### src/rtl/idli_sqi_arb_m.sv
// Period-level arbiter for the shared SQI port: chooses fetch or load/store
// for each 4-cycle period and drives the SQI controller and address mux selects.
module idli_sqi_arb_m #(
    parameter int ADDR_PERIODS = 2
) (
    input  logic i_arb_gck,
    input  logic i_arb_rst,
    input  logic i_arb_ctr_last_cycle,
    input  logic i_arb_fetch_redirect,
    input  logic i_arb_mem_req,
    input  logic i_arb_mem_wr,
    output logic o_arb_sqi_redirect,
    output logic o_arb_sqi_rd,
    output logic o_arb_addr_sel,
    output logic o_arb_addr_phase,
    output logic o_arb_fetch_data,
    output logic o_arb_mem_data,
    output logic o_arb_mem_done,
    output logic o_arb_pc_inc
);

    typedef enum logic [1:0] {
        F_ADDR = 2'd0,
        F_DATA = 2'd1,
        M_ADDR = 2'd2,
        M_DATA = 2'd3
    } state_e;

    localparam logic [1:0] PCNT_LAST = 2'(ADDR_PERIODS - 1);

    state_e     state_q, state_d;
    logic [1:0] pcnt_q, pcnt_d;
    logic       wr_q, wr_d;

    always_comb begin
        state_d = state_q;
        pcnt_d  = pcnt_q;
        wr_d    = wr_q;
        if (i_arb_ctr_last_cycle) begin
            case (state_q)
                F_ADDR: begin
                    if (i_arb_fetch_redirect) begin
                        pcnt_d = 2'd0;
                    end else if (pcnt_q == PCNT_LAST) begin
                        state_d = F_DATA;
                        pcnt_d  = 2'd0;
                    end else begin
                        pcnt_d = pcnt_q + 2'd1;
                    end
                end
                F_DATA: begin
                    // A simultaneous redirect is absorbed: F_ADDR always follows M_DATA.
                    if (i_arb_mem_req) begin
                        state_d = M_ADDR;
                        wr_d    = i_arb_mem_wr;
                        pcnt_d  = 2'd0;
                    end else if (i_arb_fetch_redirect) begin
                        state_d = F_ADDR;
                        pcnt_d  = 2'd0;
                    end
                end
                M_ADDR: begin
                    if (pcnt_q == PCNT_LAST) begin
                        state_d = M_DATA;
                        pcnt_d  = 2'd0;
                    end else begin
                        pcnt_d = pcnt_q + 2'd1;
                    end
                end
                M_DATA: begin
                    state_d = F_ADDR;
                    pcnt_d  = 2'd0;
                end
                default: begin
                    state_d = F_ADDR;
                    pcnt_d  = 2'd0;
                end
            endcase
        end
    end

    always_ff @(posedge i_arb_gck) begin
        if (i_arb_rst) begin
            state_q <= F_ADDR;
            pcnt_q  <= 2'd0;
            wr_q    <= 1'b0;
        end else begin
            state_q <= state_d;
            pcnt_q  <= pcnt_d;
            wr_q    <= wr_d;
        end
    end

    // Moore decode of the registered state; only the two pulses see ctr_last_cycle.
    always_comb begin
        o_arb_sqi_redirect = 1'b0;
        o_arb_sqi_rd       = 1'b1;
        o_arb_addr_sel     = 1'b0;
        o_arb_addr_phase   = 1'b0;
        o_arb_fetch_data   = 1'b0;
        o_arb_mem_data     = 1'b0;
        o_arb_mem_done     = 1'b0;
        o_arb_pc_inc       = 1'b0;
        case (state_q)
            F_ADDR: begin
                o_arb_sqi_redirect = 1'b1;
                o_arb_addr_phase   = 1'b1;
            end
            F_DATA: begin
                o_arb_fetch_data = 1'b1;
                o_arb_pc_inc     = i_arb_ctr_last_cycle;
            end
            M_ADDR: begin
                o_arb_sqi_redirect = 1'b1;
                o_arb_sqi_rd       = ~wr_q;
                o_arb_addr_sel     = 1'b1;
                o_arb_addr_phase   = 1'b1;
            end
            M_DATA: begin
                o_arb_sqi_rd   = ~wr_q;
                o_arb_addr_sel = 1'b1;
                o_arb_mem_data = 1'b1;
                o_arb_mem_done = i_arb_ctr_last_cycle;
            end
            default: begin
                o_arb_sqi_redirect = 1'b1;
                o_arb_addr_phase   = 1'b1;
            end
        endcase
    end

endmodule
### config.mk
export PLATFORM = sky130hd
export DESIGN_NAME = idli_sqi_arb_m
export DESIGN_NICKNAME = d
export VERILOG_FILES = /design/src/rtl/idli_sqi_arb_m.sv
export SDC_FILE = /design/constraint.sdc
export NUM_CORES = 1
export LEC_CHECK = 0
export CORE_AREA = 8 8 45 47
export CTS_BUF_LIST = sky130_fd_sc_hd__clkbuf_16
export DETAILED_ROUTE_END_ITERATION = 10
export DIE_AREA = 0 0 53 55
export MAX_ROUTING_LAYER = met4
export PLACE_DENSITY_LB_ADDON = 0.2
export SLEW_MARGIN = 20
export SYNTH_ARGS = -nofsm -noshare
export SYNTH_HDL_FRONTEND = slang
export SYNTH_SLANG_ARGS = --single-unit
### constraint.sdc
create_clock -name i_arb_gck -period 1 [get_ports i_arb_gck]
set_input_delay 0.2 -clock i_arb_gck [delete_from_list [all_inputs] [get_ports i_arb_gck]]
set_output_delay 0.2 -clock i_arb_gck [all_outputs]
set_load 0.02 [all_outputs]
# Word-level counts from Yosys, hierarchy flattened
# Cells that the tools add are included.
[word_totals]
elab_cells = 36
out_inout_bits = 8
regBits = 5
in_bits = 6
[op_classes]
mux = 17
n_bitwise = 1
n_reduce_logical = 6
addsub = 1
eq_ne = 8
[ops]
columns = ["operator", "count"]
rows = [
  ["2-to-1 mux 2 bit", 8],
  ["case mux 2 bit (4 select lines)", 2],
  ["2-to-1 mux 1 bit", 7],
  ["inequality test 2 bit (second input constant)", 3],
  ["AND reduction 5 bit", 1],
  ["== test 2 x 1 -> 1 bit (second input constant)", 2],
  ["== test 2 bit (second input constant)", 2],
  ["OR reduction 2 bit", 2],
  ["inequality test 3 bit (second input constant)", 1],
  ["AND reduction 3 bit", 1],
  ["adder 2 x 1 -> 2 bit (second input constant)", 1],
  ["logical NOT 2 bit", 1],
  ["AND reduction 2 bit", 1],
  ["NOT 1 bit", 1],
]

# Depth between registers and ports, before layout
# Gate-level depths: netlist of run 1.
[logic_depth]
word_depth = 4
ltp_mapped = 4
mapped_depth_nobuf = 3

# Least setup slack after synthesis of run 1
# Ideal clock, no wire load.
[synth_path]
path_kind = "reg2out"
start = "reg state_q[0]"
end = "out o_arb_pc_inc"
arrival_ps = 1091
n_path_buf = 0
t_required_ps = 800
path_stages_with_launch = 3
path_slack_ps = -291
cell_sequence = "dfxtp_1 > inv_1 > nor3_1"
[synth_via]
elab_chain_cells = 2
[synth_rtl]
columns = ["element", "line", "source"]
rows = [
  ["from (decl)", "31", "state_e state_q, state_d;"],
  ["from (signal assigned)", "88", "state_q <= state_d;"],
  ["== test 2 x 1 -> 1 bit", "104", "case (state_q)"],
  ["2-to-1 mux 1 bit", "104", ""],
  ["to (decl)", "19", "output logic o_arb_pc_inc"],
]
# Every way passes these cells.

# Worst setup path in the final report of run 1
[layout_path]
start = "reg pcnt_q[1]"
end = "reg state_q[0]"
[layout_via]
elab_chain_cells = 3
[layout_rtl]
columns = ["element", "line", "source"]
rows = [
  ["from (decl)", "32", "logic [1:0] pcnt_q, pcnt_d;"],
  ["from (signal assigned)", "89", "pcnt_q <= pcnt_d;"],
  ["== test 2 x 1 -> 1 bit (*)", "44, 63", ""],
  ["inequality test 2 bit (no source line)", "-", ""],
  ["AND reduction 5 bit (no source line) (*)", "-", ""],
]
# Every way passes the cells marked *; elsewhere a longest branch is shown, timed or not.
# A chain may end at the register's enable or synchronous reset.

==> results of run 1 <==
## power groups by stage
stage	Sequential, mW	Combinational [mW]	Clock (mW)
4_1_cts	0.207	0.0777	0.649
3_3_place_gp	0.210	0.0709	0
3_5_place_dp	0.210	0.0727	0
6_report	0.206	0.0814	0.642
5_1_grt	0.206	0.0878	0.675
2_1_floorplan	0.210	0.0246	0
## cells by family after synthesis
logic type / share of synthesized area
AOI/OAI and AO/OA: 0.146
buffers and inverters: 0.123
DFF: 0.365
muxes: 0.0365
and+or+nand+nor: 0.329
## stage by stage
step / power [mW] / hold slack [ns]
6_report: 0.929 / 0.446
5_1_grt: 0.969 / 0.461
4_1_cts: 0.933 / 0.447
3_5_place_dp: 0.283 / 0.446
3_3_place_gp: 0.281 / 0.429
2_1_floorplan: 0.235 / 0.262
## critical path, delay by kind of cell, from the launching register on
kind / cells / cell delay [ns]
flops: 1 / 0.31
simple gates: 2 / 0.66
compound gates: 1 / 0.13
## cell usage after synthesis (all sizes together)
master  number  share of area
dfxtp        5           0.37
or4          2          0.055
nor4b        1          0.055
nand2b       1          0.023
nor2         2          0.027
and2         1          0.027
inv          3          0.041
nand2        1          0.014
a21oi        3          0.055
o311a        1          0.037
nand4b       1          0.032
buf          2          0.069
and3         1          0.027
mux2i        1          0.037
nor3         2          0.037
nor2b        1          0.032
clkbuf       1          0.014
o21ai        3          0.055
## routing by layer
| layer | up-vias | GRT usage | share of wire |
|---|---|---|---|
| met5 | - | - | 0 |
| met4 | 0 | 0.0647 | 0.011 |
| met3 | 2 | 0.0267 | 0.083 |
| li1 | 158 | - | - |
| met2 | 9 | 0.102 | 0.54 |
| met1 | 135 | 0.0516 | 0.36 |
## worst paths after layout
path             start          to  slack, ns  depth (start not counted)
max reg2reg  pcnt_q[1]  state_q[0]      -0.17                          3
max          pcnt_q[1]  state_q[0]      -0.17                          3
min          pcnt_q[1]   pcnt_q[1]       0.45                          1
min reg2reg  pcnt_q[1]   pcnt_q[1]       0.45                          1
## timing repair
item | CTS | global route
setup endpoints to repair | 13 | 13
gates resized for setup | 57 | 10
pin swaps | 6 | 5
## cell type report
| cell class | count | area [um^2] |
|---|---|---|
| timing repair buffer | 22 | 219 |
| clock inverter | 1 | 3.75 |
| tap | 16 | 20.0 |
| sequential | 5 | 110 |
| fill | 130 | 754 |
| clock buffer | 3 | 75.1 |
| inverter | 3 | 16.3 |
| multi-input combinational | 21 | 185 |
==> flow_summary.yaml, run 1 <==
global_route:
  grt_pass1_wl_mm: 1.25
  grt_usage: 0.0625
  grt_remaining_overflow: 0
  grt_max_degree: 8
  grt_pass1_vias: 305
  antenna_found_initial: 0
timing:
  fin_ws_ns: -0.173
  post-route-period-util: 1.17
  slew_viol_final: 0
  skew_ns: 0.000724
  slew_headroom: 0.827
  setup_viol_count_final: 12
  worst_pin_slew_ns: 0.259
  rsz0062_at_grt: "true"
  fmax_mhz: 853
  hold_viol: 0
  final.setup.tns_ns: -1.21
  fin_crit_ns: 1.17
setup_path:
  critPathKind: "reg2reg"
  crit_fanout: 2
  crit_required_ns: 1.15
  end_kind: "register"
  arrival_ns: 1.32
  critPathLaunchType: "register"
  critical-path-slowest-cell: "or4_1"
  slowest_delay_ns: 0.53
  cp_cell_sequence: "nand2b_4 -> or4_1 -> a21oi_1"
pwr:
  p_sw_frac: 0.175
  comb_power_share: 0.088
  power.internal_uw: 767
  power_frac_clock: 0.691
  p_seq_frac: 0.222
  p_sw_uw: 162
  peakVddDrop_mv: 1.55
  leakage_nw: 0.266
  powerDensity_nw_per_um2: 1480
detailed_routing:
  vias: 304
  ant_nets: 0
  drt_drc_violations_left: 0
  routedWlPerCell_um: 12.0
  postRouteWirelength_um: 855
  avgViaCountPerCell: 4.28
  dr.first_iter.drc_count: 3
  firstDrtPassIters: 3
clock_network:
  clk_pin_slew_worst_paths_ns: 0.03
  htreeDepth: 1
  post-cts-setup-buffers: 0
  cts_buffers: 3
  clockRootBuffer: "clkbuf_16"
  cts_hold_buf: 0
  tritoncts: "yes"
  insertion_delay_ns: 0.22
  clock_sinks: 5
  clockBufferDepth: 2
floorplanning:
  die_w_um: 53
  core_um2: 1380
  initial_core_util: 0.198
  dieArea_um2: 2920
  num_rows: 14
  fp.dieH_um: 55
  ios: 14
final_layout:
  post-route-util: 0.455
  fin_area_um2: 629
  drive_above_1_share: 0.600
  antenna_cells: 0
  syn2layout_area_growth_pct: 130
  mostFrequentLayoutCells: "buf_6 (11), buf_4 (6), clkdlybuf4s50_1 (4), a21oi_1 (3), clkbuf_16 (3)"
  finalNonFillerCells: 71
  nets: 62
  final_common_cell: "buf_6"
synthesis:
  synth_seq_cells: 5
  ys_types: 21
  seq_area_frac_synth: 0.365
  synth_nets: 38
  synth_area_per_cell_um2: 8.56
  syn_inst: 32
  syn_area_um2: 274
  yosys_warnings: 0
flow_run:
  drv_cap: 0
place:
  gp_congestion: 0.629
  place_ws_ns: -0.708
  placed_cell_area_um2: 484
  io_buffers: 13
  dp_cells: 67
  dp_hpwl_um: 656
outcome:
  violations: "setup timing"
  status: "finished, violations left"
worst_hold_path:
  hp-class: "reg2reg"
No activity file was read; power rests on OpenSTA's default activity.
==> run 2: changes to the inputs <==
Settings changed: RECOVER_POWER from default to 100.
==> results of run 2 <==
Final layout, timing and power as in run 1 (identical DEF).
==> run 3: changes to the inputs <==
Settings changed: HOLD_SLACK_MARGIN from default to 0.08.
Clock period 1 ns to 1.04 ns, I/O delays scaled along.
==> run 3 against run 2 <==
  * The run still ends with setup timing left
  * First-iteration DRC count shrank 67%
  * Design area unchanged
  * Clock-buffer cell count stayed put
  * Via count increased by 7.2%
  * Setup slack improved by 0.023 ns
  * Sequential power fell by 5%
  * Worst hold slack worse by 0.0073 ns
  * Sequential cell count unchanged
  * Clock skew up 0.0027 ns
  * Wire length up 11%
==> flow_summary.yaml, run 3 (synthesis results as in run 1) <==
setup_path:
  crit_required_ns: 1.21
  crit_fanout: 6
  critical-path-slowest-cell: "or4_1"
  critPathLaunchType: "register"
  end_kind: "register"
  arrival_ns: 1.36
  critPathKind: "reg2reg"
  cp_cell_sequence: "buf_6 -> or4_1 -> a21oi_2"
  slowest_delay_ns: 0.51
final_layout:
  mostFrequentLayoutCells: "buf_6 (10), buf_4 (7), clkbuf_16 (3), clkdlybuf4s50_1 (3), dfxtp_1 (3)"
  n_fill_cell: 134
  drive_above_1_share: 0.618
  final_common_cell: "buf_6"
  finalNonFillerCells: 71
  syn2layout_area_growth_pct: 130
  antenna_cells: 0
  nets: 62
clock_network:
  htreeDepth: 1
  tritoncts: "yes"
  clock_sinks: 5
  insertion_delay_ns: 0.23
  clockBufferDepth: 2
  cts_buffers: 3
  cts_hold_buf: 0
  post-cts-setup-buffers: 0
  clk_pin_slew_worst_paths_ns: 0.03
  clockRootBuffer: "clkbuf_16"
timing:
  fin_crit_ns: 1.19
  hold_viol: 0
  setup_viol_count_final: 12
  skew_ns: 0.00342
  fmax_mhz: 841
  fin_ws_ns: -0.149
  post-route-period-util: 1.14
  worst_pin_slew_ns: 0.272
  rsz0062_at_grt: "true"
  slew_viol_final: 0
  slew_headroom: 0.818
detailed_routing:
  vias: 326
  drt_drc_violations_left: 0
  routedWlPerCell_um: 13.3
  firstDrtPassIters: 2
  avgViaCountPerCell: 4.59
  dr.first_iter.drc_count: 1
  postRouteWirelength_um: 946
  ant_nets: 0
floorplanning:
  core_um2: 1380
  num_rows: 14
  die_w_um: 53
  dieArea_um2: 2920
  fp.dieH_um: 55
  initial_core_util: 0.198
  ios: 14
global_route:
  grt_pass1_vias: 326
  grt_remaining_overflow: 0
  grt_usage: 0.0766
  antenna_found_initial: 0
  grt_pass1_wl_mm: 1.41
  grt_max_degree: 8
place:
  place_ws_ns: -0.706
  dp_hpwl_um: 696
  dp_cells: 67
  io_buffers: 13
  gp_congestion: 0.690
pwr:
  powerDensity_nw_per_um2: 1440
  leakage_nw: 0.274
  peakVddDrop_mv: 0.748
outcome:
  violations: "setup timing"
  status: "finished, violations left"
worst_hold_path:
  hp-class: "reg2reg"
flow_run:
  drv_cap: 0
[run 3: cell types whose count changed in the layout (fill, tap and decap cells not counted), moves of 2 or more]
cell	previous run	this run
dfxtp_2	2	0
a21oi_2	0	2
a21oi_1	3	1
dfxtp_1	1	3
[run 3: cell type report]
cell class              instances  area [um^2]  area share
multi-input cells              21          188       0.298
clock buffers                   3         75.1       0.119
well taps                      16         20.0      0.0318
inverters                       3         16.3      0.0258
clock inverters                 1         3.75     0.00596
repair buffers                 22          219       0.348
flip-flops and latches          5          108       0.171
[run 3: worst max-delay path: cells and delay by family, from the launching register on]
kind | cells | cell delay [ns]
flops | 1 | 0.36
buf+inv | 1 | 0.13
compound gates | 1 | 0.13
simple gates | 1 | 0.51
[run 3: layer usage]
metal | GRT usage | part of all wire
met2 | 0.121 | 0.52
met1 | 0.0532 | 0.30
met5 | - | 0
met3 | 0.0561 | 0.14
met4 | 0.0776 | 0.042
[run 3: final timing paths]
| check | from | to | slack [ns] | cells past startpoint |
|---|---|---|---|---|
| min | pcnt_q[1] | pcnt_q[1] | 0.44 | 1 |
| max reg2reg | state_q[0] | pcnt_q[0] | -0.15 | 3 |
| max | state_q[0] | pcnt_q[0] | -0.15 | 3 |
| min reg2reg | pcnt_q[1] | pcnt_q[1] | 0.44 | 1 |
[run 3: timing repair]
item                       CTS  global route
setup endpoints to repair   13            12
pin swaps                    5             5
gates resized for setup     60             7
[run 3: power breakdown]
part	internal (mW)	total [mW]	switching, mW
Sequential	0.192	0.196	0.00408
Clock	0.498	0.631	0.133
Combinational	0.0470	0.0822	0.0352
Total	0.737	0.909	0.172
[run 3: through the flow]
step | TNS (ns) | total power, mW | hold slack (ns) | cell area (um^2) | utilization
2_1_floorplan | -0.0117 | 0.226 | 0.270 | 289 | -
3_3_place_gp | -4.98 | 0.270 | 0.430 | 484 | 0.350
3_5_place_dp | -5.38 | 0.273 | 0.437 | 484 | 0.350
4_1_cts | -0.915 | 0.918 | 0.442 | 609 | 0.440
5_1_grt | -1.32 | 0.951 | 0.467 | 629 | 0.455
6_report | -0.882 | 0.909 | 0.439 | 629 | 0.455
